$ cat src/rtl/arbiter_rr_4x8.sv
// Round-robin arbiter/router that drains four upstream FIFOs and pushes each word
// into one of four downstream FIFOs chosen by the word's 2-bit destination field.
module arbiter_rr_4x8 #(
    parameter int DATA_SIZE = 8,
    parameter int DEST_MSB  = 5
) (
    input  logic                 clk_i,
    input  logic                 reset_i,
    input  logic [3:0]           src_empty_i,
    input  logic [DATA_SIZE-1:0] src_data0_i,
    input  logic [DATA_SIZE-1:0] src_data1_i,
    input  logic [DATA_SIZE-1:0] src_data2_i,
    input  logic [DATA_SIZE-1:0] src_data3_i,
    input  logic [3:0]           dst_pause_i,
    input  logic [3:0]           dst_full_i,
    output logic [3:0]           src_pop_o,
    output logic [3:0]           dst_push_o,
    output logic [DATA_SIZE-1:0] data_out_o,
    output logic [1:0]           arb_state_o,
    output logic                 route_error_o
);

    typedef enum logic [1:0] {
        IDLE   = 2'd0,
        ACTIVE = 2'd1,
        PAUSED = 2'd2
    } arbStateE;

    arbStateE             state_q, state_d;
    logic [1:0]           rrPtr_q, rrPtr_d;
    logic [3:0]           srcPop_q, srcPop_d;
    logic                 stage1Valid_q, stage1Valid_d;
    logic [1:0]           stage1Idx_q, stage1Idx_d;
    logic [3:0]           dstPush_q, dstPush_d;
    logic [DATA_SIZE-1:0] dataOut_q, dataOut_d;
    logic                 routeError_q, routeError_d;

    logic [3:0]           eligible;
    logic [1:0]           scanIdx;
    logic                 found;
    logic [DATA_SIZE-1:0] stage1Word;
    logic                 pipeBusy;

    // A source popped last cycle still shows non-empty, so it is masked for one cycle.
    always_comb begin
        eligible = ~src_empty_i & ~srcPop_q & {4{dst_pause_i == 4'b0000}};
        srcPop_d = 4'b0000;
        rrPtr_d  = rrPtr_q;
        scanIdx  = rrPtr_q;
        found    = 1'b0;
        for (int k = 0; k < 4; k++) begin
            scanIdx = rrPtr_q + 2'(k);
            if (!found && eligible[scanIdx]) begin
                found             = 1'b1;
                srcPop_d[scanIdx] = 1'b1;
                rrPtr_d           = scanIdx + 2'd1;
            end
        end
    end

    always_comb begin
        stage1Valid_d = |srcPop_q;
        stage1Idx_d   = 2'd0;
        for (int i = 0; i < 4; i++) begin
            if (srcPop_q[i]) begin
                stage1Idx_d = 2'(i);
            end
        end
    end

    // The upstream word becomes valid the cycle after its pop, so stage 1 selects it then.
    always_comb begin
        case (stage1Idx_q)
            2'd0:    stage1Word = src_data0_i;
            2'd1:    stage1Word = src_data1_i;
            2'd2:    stage1Word = src_data2_i;
            default: stage1Word = src_data3_i;
        endcase
        dstPush_d = 4'b0000;
        dataOut_d = dataOut_q;
        if (stage1Valid_q) begin
            dstPush_d = 4'b0001 << stage1Word[DEST_MSB -: 2];
            dataOut_d = stage1Word;
        end
        routeError_d = routeError_q | (|(dstPush_q & dst_full_i));
    end

    always_comb begin
        pipeBusy = stage1Valid_q | (|dstPush_q);
        state_d  = IDLE;
        if (dst_pause_i != 4'b0000) begin
            state_d = PAUSED;
        end else if ((src_empty_i != 4'b1111) || pipeBusy) begin
            state_d = ACTIVE;
        end
    end

    always_ff @(posedge clk_i) begin
        if (!reset_i) begin
            state_q       <= IDLE;
            rrPtr_q       <= 2'd0;
            srcPop_q      <= 4'b0000;
            stage1Valid_q <= 1'b0;
            stage1Idx_q   <= 2'd0;
            dstPush_q     <= 4'b0000;
            dataOut_q     <= '0;
            routeError_q  <= 1'b0;
        end else begin
            state_q       <= state_d;
            rrPtr_q       <= rrPtr_d;
            srcPop_q      <= srcPop_d;
            stage1Valid_q <= stage1Valid_d;
            stage1Idx_q   <= stage1Idx_d;
            dstPush_q     <= dstPush_d;
            dataOut_q     <= dataOut_d;
            routeError_q  <= routeError_d;
        end
    end

    assign src_pop_o     = srcPop_q;
    assign dst_push_o    = dstPush_q;
    assign data_out_o    = dataOut_q;
    assign arb_state_o   = state_q;
    assign route_error_o = routeError_q;

endmodule

$ cat config.mk
export PLATFORM = sky130hd
export DESIGN_NAME = arbiter_rr_4x8
export DESIGN_NICKNAME = d
export VERILOG_FILES = /design/src/rtl/arbiter_rr_4x8.sv
export SDC_FILE = /design/constraint.sdc
export NUM_CORES = 1
export LEC_CHECK = 0
export ABC_CLOCK_PERIOD_IN_PS = 3900
export CORE_MARGIN = 1.5
export CORE_UTILIZATION = 40
export DETAILED_ROUTE_END_ITERATION = 6
export GPL_TIMING_DRIVEN = 0
export PLACE_DENSITY_LB_ADDON = 0.12
export SYNTH_ARGS = -nofsm -noshare
export SYNTH_HDL_FRONTEND = slang
export SYNTH_SLANG_ARGS = --single-unit
$ cat constraint.sdc
create_clock -name clk_i -period 3.9 [get_ports clk_i]
set_input_delay 1.17 -clock clk_i [delete_from_list [all_inputs] [get_ports clk_i]]
set_output_delay 1.17 -clock clk_i [all_outputs]
set_load 0.1 [all_outputs]
==> results of run 1 <==
## cell families (layout without fill, tap and decap cells)
logic type | after synthesis | count (layout) | share of synthesized area [%]
simple gates | 43 | 43 | 15.9
compound gates | 26 | 26 | 13.7
flops | 24 | 24 | 33.7
mux | 21 | 21 | 26.7
buf+inv | 9 | 76 | 2.90
fa+ha+maj | 8 | 8 | 7.03
## layout by cell type (no fill, tap or decap)
master | synthesis | final
sky130_fd_sc_hd__mux2i_1 | 8 | 8
sky130_fd_sc_hd__o21ai_0 | 6 | 6
sky130_fd_sc_hd__a221oi_1 | 4 | 4
sky130_fd_sc_hd__inv_2 | 1 | 1
sky130_fd_sc_hd__o31a_1 | 1 | 1
sky130_fd_sc_hd__o41a_1 | 1 | 1
sky130_fd_sc_hd__dfxtp_1 | 24 | 24
sky130_fd_sc_hd__a21boi_0 | 1 | 1
sky130_fd_sc_hd__a31oi_1 | 1 | 1
sky130_fd_sc_hd__and3_1 | 1 | 1
sky130_fd_sc_hd__or4_1 | 1 | 1
sky130_fd_sc_hd__nor3_1 | 6 | 6
sky130_fd_sc_hd__nor2_2 | 1 | 1
sky130_fd_sc_hd__nor2_1 | 9 | 9
sky130_fd_sc_hd__clkdlybuf4s50_1 | 0 | 64
sky130_fd_sc_hd__mux4_1 | 2 | 2
sky130_fd_sc_hd__clkbuf_4 | 0 | 3
sky130_fd_sc_hd__o311a_1 | 1 | 1
sky130_fd_sc_hd__ha_1 | 8 | 8
sky130_fd_sc_hd__and2_4 | 1 | 1
sky130_fd_sc_hd__o21a_1 | 3 | 3
sky130_fd_sc_hd__a211o_1 | 1 | 1
sky130_fd_sc_hd__a21oi_1 | 2 | 2
sky130_fd_sc_hd__nand2_1 | 8 | 8
sky130_fd_sc_hd__or3_1 | 2 | 2
sky130_fd_sc_hd__buf_6 | 1 | 1
sky130_fd_sc_hd__clkbuf_1 | 5 | 5
sky130_fd_sc_hd__nand3_1 | 2 | 2
sky130_fd_sc_hd__a222oi_1 | 1 | 1
sky130_fd_sc_hd__inv_1 | 2 | 2
sky130_fd_sc_hd__o2bb2ai_1 | 4 | 4
sky130_fd_sc_hd__mux4_2 | 11 | 11
sky130_fd_sc_hd__nor4_2 | 1 | 1
sky130_fd_sc_hd__nor4_1 | 1 | 1
sky130_fd_sc_hd__nor2b_1 | 9 | 9
sky130_fd_sc_hd__and2_1 | 1 | 1
## final timing paths
check / slack [ps] / endpoint / start
max: 740 / src_pop_o[3] / src_pop_o[3]
min: 540 / data_out_o[3] / data_out_o[3]
max reg2reg: 1360 / rrPtr_q[1] / rrPtr_q[0]
min reg2reg: 540 / data_out_o[3] / data_out_o[3]
## flip-flops by register name, indices dropped and copies added (netlist names)
register / count
data_out_o: 8
dst_push_o: 4
src_pop_o: 4
arb_state_o: 2
rrPtr_q: 2
stage1Idx_q: 2
route_error_o: 1
stage1Valid_q: 1
## power breakdown
| group | total, mW | internal (mW) | switching (mW) |
|---|---|---|---|
| Clock | 0.111 | 0.0361 | 0.0751 |
| Combinational | 0.167 | 0.0832 | 0.0840 |
| Sequential | 0.261 | 0.253 | 0.00805 |
## stage by stage
step / area (sq um) / utilization [%] / cells / power [mW]
6_report: 2140 / 63.8 / 244 / 0.540
5_1_grt: 2140 / 63.8 / 244 / 0.561
4_1_cts: 2140 / 63.8 / 244 / 0.538
3_5_place_dp: 2120 / 63.1 / 241 / 0.434
3_3_place_gp: 2120 / 63.1 / 241 / 0.430
2_1_floorplan: 1420 / - / 131 / 0.362
## final cells by class
class,instances,area (sq um)
fill,300,1220
buffer,6,30.0
tap,46,57.6
timing repair buffer,64,641
multi-input combinational,98,902
sequential,24,480
clock buffer,3,22.5
inverter,3,11.3
## synthesized netlist by cell type, types with 2 or more instances
cell and count:
sky130_fd_sc_hd__a21oi_1 2, sky130_fd_sc_hd__a221oi_1 4, sky130_fd_sc_hd__clkbuf_1 5, sky130_fd_sc_hd__dfxtp_1 24, sky130_fd_sc_hd__ha_1 8, sky130_fd_sc_hd__inv_1 2
sky130_fd_sc_hd__mux2i_1 8, sky130_fd_sc_hd__mux4_1 2, sky130_fd_sc_hd__mux4_2 11, sky130_fd_sc_hd__nand2_1 8, sky130_fd_sc_hd__nand3_1 2, sky130_fd_sc_hd__nor2_1 9
sky130_fd_sc_hd__nor2b_1 9, sky130_fd_sc_hd__nor3_1 6, sky130_fd_sc_hd__o21a_1 3, sky130_fd_sc_hd__o21ai_0 6, sky130_fd_sc_hd__o2bb2ai_1 4, sky130_fd_sc_hd__or3_1 2
## metal layers
layer	track usage [%]	part of all wire, %
met1	23.8	44
met2	33.9	50
met3	3.78	5.7
met4	3.89	0.27
met5	0	0
==> metrics list, run 1 <==
- The clock passes through at most 2 buffers.
- Share of Yosys cell area claimed by the top area cell type: 33.7%
- Clock tree synthesis inserted a total of 3 buffers.
- The number of endpoints with negative hold slack in the final report came to 0.
* Global-route wire length before repair: 6030 microns
- For this design the top-level I/O count stands at 65.
- The clock arrives with 0.924 ps of skew.
- Summed over all failing endpoints, the final setup total negative slack is 0 ps.
- The worst pin sits at a relative slew slack of 34.1%.
* Longest individual stage delay on the worst path: 1190 ps
* Flops & latches, synth: 24
- The tree is rooted in a sky130_fd_sc_hd__clkbuf_4.
- Total of warnings raised by yosys: 0
- Via count of the routed design: 1,340
* Core ar.: 0.00336 sq mm
- Cell-by-cell listing of the critical path: clkdlybuf4s50_1
- Final hold analysis gives a worst-case slack of 538 ps.
- Worst Reg-to-Reg Cells: 8
- Together, buffers and inverters on the worst path number 1.
- Global route total overflow: 0
- Post-CTS Hold Fix Bufs: 0
- Vias per inst: 5.49
* Cell count after synthesis: 131
- TritonCTS clock tree: yes
* Achievable frequency: 317 MHz
- Cts repair resizes: 0
- After clock tree synthesis, the clock-pin slew on the worst setup and hold paths is 130 ps.
- Entering global routing, the biggest net connects 13 pins.
* Sinks on Clock Net: 24
- The flow ran to the end, and the final reports show no timing, DRC or antenna violations.
- Sum of routed wire length over all layers: 3770 microns
- Fraction of final layout cells sized beyond drive strength 1: 9.60%
- The count of nets left with antenna violations once routing finished came out at 0.
* Skew-Pair Late Insertion Delay: 310 ps
* Setup-failing EPs final: 0
* Maxcap violations: 0
* Syn Std Cell Area: 0.00142 sq mm
- Worst slack after detailed placement: 496 ps
- Total number of cells along the worst setup path: 1
- The worst setup path is of the reg2out kind.
* Average cell area after synthesis: 10.9 sq um
- Final period utilization: 80.9%
- WP data required: 2730 ps
- Initial core utilization: 42.3%
* Crit end category: output pin
* Library cell with the largest summed area after synthesis: sky130_fd_sc_hd__dfxtp_1
- CTS H-tree lvls: 1
- The floorplan has 21 rows.
- Starting DRT DRC Count: 59
- Total iterations of the first detailed-routing run: 4
- Max VDD drop: 0.160 mV
- Among cell families on the critical path, the largest total delay comes from buffers and inverters.
- Of all nets on the critical path, the largest fanout is 6.
- Die area: 0.00393 sq mm
* Net count after synthesis: 185
- Horizontal die dimension: 62.7 microns
* RSZ-0062 raised after global routing: no
- Number of port buffers: 64
* Flip-flop cell with the highest count after synthesis: sky130_fd_sc_hd__dfxtp_1
* Area delta synth->final: 50.6%
- Routability-driven placement finished with a final weighted congestion of 0.803.
- The initial antenna violation count came to 0.
* Slew Viols, Final: 0
- Overall track demand over capacity in global routing: 19.0%
* Least-Margin Pin Slew: 985 ps
- Fraction of synthesis flops using an asynchronous set or reset pin: 0%
- Post-layout worst setup margin: 744 ps
* CP max stage cell: sky130_fd_sc_hd__clkdlybuf4s50_1
- The worst hold path belongs to the class reg2reg.
* Post-synthesis cell type count: 34
- Sequential cells were found to cover 33.7% of the synthesized design area.
- Via count of the first global-routing pass: 1,318
- Along the worst hold path, the cell count comes to 2.
- The repair_antennas step left the layout with diodes totalling 0.
- The number of setup buffers added after CTS is 0.
* Cells taking the most area after synthesis: sky130_fd_sc_hd__dfxtp_1 (34%), sky130_fd_sc_hd__mux4_2 (17%), sky130_fd_sc_hd__ha_1 (7.0%)
- Post-layout nets: 254
- Yosys mapped a number of flops with a built-in enable equal to 0.
* Areal power density over the cells: 252 mW/mm^2
* Floorplan die height: 62.7 microns
* Critical Path Source Type: flop
* Worst EP arrival: 1990 ps
- In the final routed layout, each cell accounts on average for 15.4 microns.
- Final critical-path required period: 3160 ps
* DP Wirelength: 2950 microns
- Number of design rule violations left after detail routing: 0
* Leakage power: 0.736 nW
Note: power is estimated with default switching activity, not from simulation.
==> inputs of run 2 (changes only) <==
--- a/config.mk
+++ b/config.mk
@@ -5,7 +5,7 @@
 export SDC_FILE = /design/constraint.sdc
 export NUM_CORES = 1
 export LEC_CHECK = 0
-export ABC_CLOCK_PERIOD_IN_PS = 3900
+export ABC_CLOCK_PERIOD_IN_PS = 3300
 export CORE_MARGIN = 1.5
 export CORE_UTILIZATION = 40
 export DETAILED_ROUTE_END_ITERATION = 6
==> constraint.sdc (replaced) <==
create_clock -name clk_i -period 3.3 [get_ports clk_i]
set_input_delay 0.99 -clock clk_i [delete_from_list [all_inputs] [get_ports clk_i]]
set_output_delay 0.99 -clock clk_i [all_outputs]
set_load 0.1 [all_outputs]
==> results of run 2 <==
The final DEF is identical to that of run 1. Status: complete, no violations.
Main changes from that run: setup slack after placement 496 ps -> 76.5 ps; setup slack after layout 744 ps -> 324 ps; register-to-register setup slack 1360 ps -> 760 ps; total power 0.540 mW -> 0.638 mW; worst IR drop on VDD 0.160 mV -> 0.189 mV
==> edit (flow settings as in run 1) <==
`DEST_MSB`: 5 -> 6.
--- a/src/rtl/arbiter_rr_4x8.sv
+++ b/src/rtl/arbiter_rr_4x8.sv
@@ -3,5 +3,5 @@
 module arbiter_rr_4x8 #(
     parameter int DATA_SIZE = 8,
-    parameter int DEST_MSB  = 5
+    parameter int DEST_MSB  = 6
 ) (
     input  logic                 clk_i,
Check against the original RTL: not equivalent (Yosys sat finds a counterexample within 4 cycles, from zero or initial values and one cycle with reset_i low).
==> edit against run 1 <==
Cell area increased by 0.70%; wire length grew 1.2%; global-route usage increased by 1.2 points; clock skew is 0.011 ns higher; sequential cell count unchanged; die area about the same; area after synthesis is essentially flat; synthesized cell count is 0.76% higher; power is 4.0% higher; largest cell class unchanged; register-to-register slack lost 0.05 ns; cell count up 0.82%; critical path depth is the same; count of clock-buffer cells in the layout is 1 higher; worst setup slack better by 0.037 ns.
==> edit: results (changes against run 1) <==
Worst-Margin Slew -> 0.983 ns (-0.00229 ns)
Critical Path Slowest Stage Cell -> clkdlybuf4s50_1
wire length on met1 -> 1.63 mm (-1.5%)
ant diodes -> 0 (unchanged)
worst hold path class -> flop to flop
CP Launch Point -> src_pop_o[2]
post-CTS setup buffer count -> 0 (unchanged)
outcome -> finished clean
GP Congestion -> 0.861 (+7.3%)
worst path arrival time -> 1.95 ns (-0.04 ns)
GRT Total Usage -> 0.201 (+0.0116)
GRT met1 Usage -> 0.248 (+0.0104)
synth warn -> 0 (unchanged)
1st-iter DRT viols -> 61 (+3.4%)
DIE AREA -> 0.00393 mm^2 (about the same)
share of cells above drive strength 1 -> 0.100 (+0.00404)
clk_skew -> 0.0117 ns (+0.0108 ns)
routed wl met3 -> 250 um (+17%)
Detailed Routing Iterations Pass 1 -> 4 (unchanged)
number of antenna violations at the first check in global routing -> 0 (unchanged)
Seq/Total Area, Yosys -> 0.337 (about the same)
syn_nets -> 186 (+0.54%)
Async SR Flop Fraction -> 0 (unchanged)
root cell of the clock tree -> clkbuf_4
average wire per standard cell -> 15.5 um (+0.42%)
total CTS buffers -> 3 (unchanged)
Worst Path Max Fanout -> 6 (unchanged)
PortBufs -> 64 (unchanged)
post_cts resized -> 0 (unchanged)
Routed WL -> 3.81 mm (+1.2%)
hpwl dp -> 2.99 mm (+1.1%)
Largest register FFs -> 8 (unchanged)
placed cells -> 242 (+0.41%)
EDFF count, synth -> 0 (unchanged)
Avg Cell Area, Syn -> 10.8 um^2 (-0.67%)
FILL cells -> 286 (-4.7%)
Psw -> 168 uW (+0.26%)
Crit path largest cell delay -> 1.17 ns (-0.02 ns)
global-route wire length before repair -> 6.31 mm (+4.6%)
Leakage -> 0.000749 uW (+1.6%)
DR top layer -> met4
maximum VDD drop -> 0.000177 V (+11%)
RR Startpoint -> rrPtr_q[1]
metal2 WL -> 1.91 mm (+1.1%)
nets@finish -> 255 (+0.39%)
setup slack at placement -> 0.516 ns (+0.0196 ns)
M3 GR Usage -> 0.0486 (+0.0108)
ys flop type -> dfxtp_1
largest net degree at the start of global routing -> 14 (+1)
met2 GRT Util -> 0.352 (+0.0134)
Clock Path Buffers -> 2 (unchanged)
beginning of the worst hold path -> data_out_o[1]
clk_lat worst skew -> 0.32 ns
ranking of synthesized cells by area -> dfxtp_1 34%, mux4_2 17%, ha_1 7.0%
Vias -> 1339 (-0.075%)
Synth top cells by count -> 24 x dfxtp_1, 11 x mux4_2, 10 x nor2_1
synth unique cells -> 34 (unchanged)
## edit: cell count changes after synthesis
cell	before	now
nand4_1	0	1
nor2_1	9	10
nand3_1	2	1
and3_1	1	2
o311a_1	1	0
## edit: power by group through the flow
stage / Sequential, uW / Clock, uW / Combinational (uW)
6_report: 261 / 133 / 167
3_5_place_dp: 267 / 0 / 167
5_1_grt: 263 / 149 / 177
3_3_place_gp: 266 / 0 / 164
2_1_floorplan: 303 / 0 / 58.5
4_1_cts: 261 / 138 / 168
## edit: cell families (layout without fill, tap and decap cells)
group / after synthesis / after routing / synth area share
AND/OR/NAND/NOR: 45 / 45 / 0.167
buffers and inverters: 9 / 77 / 0.0290
multiplexers: 21 / 21 / 0.267
AO/OA/AOI/OAI: 25 / 25 / 0.130
adder cells (fa/ha/maj): 8 / 8 / 0.0702
flip-flops: 24 / 24 / 0.337
## edit: final timing paths
check	end	slack, ns	cells past startpoint
min reg2reg	data_out_o[1]	0.53	2
max	src_pop_o[2]	0.78	1
max reg2reg	rrPtr_q[1]	1.31	8
min	data_out_o[1]	0.53	2
## edit: area by class of cell
type / instances / share of cell area
clock buffers: 4 / 0.0168
inverters: 3 / 0.00521
flip-flops and latches: 24 / 0.222
well taps: 46 / 0.0267
repair buffers: 64 / 0.297
multi-input cells: 99 / 0.418
plain buffers: 6 / 0.0139
## edit: stage by stage
| stage | cell area [um^2] | utilization |
|---|---|---|
| 3_3_place_gp | 2120 | 0.626 |
| 6_report | 2160 | 0.637 |
| 4_1_cts | 2160 | 0.637 |
| 5_1_grt | 2160 | 0.637 |
| 3_5_place_dp | 2120 | 0.626 |
| 2_1_floorplan | 1430 | - |
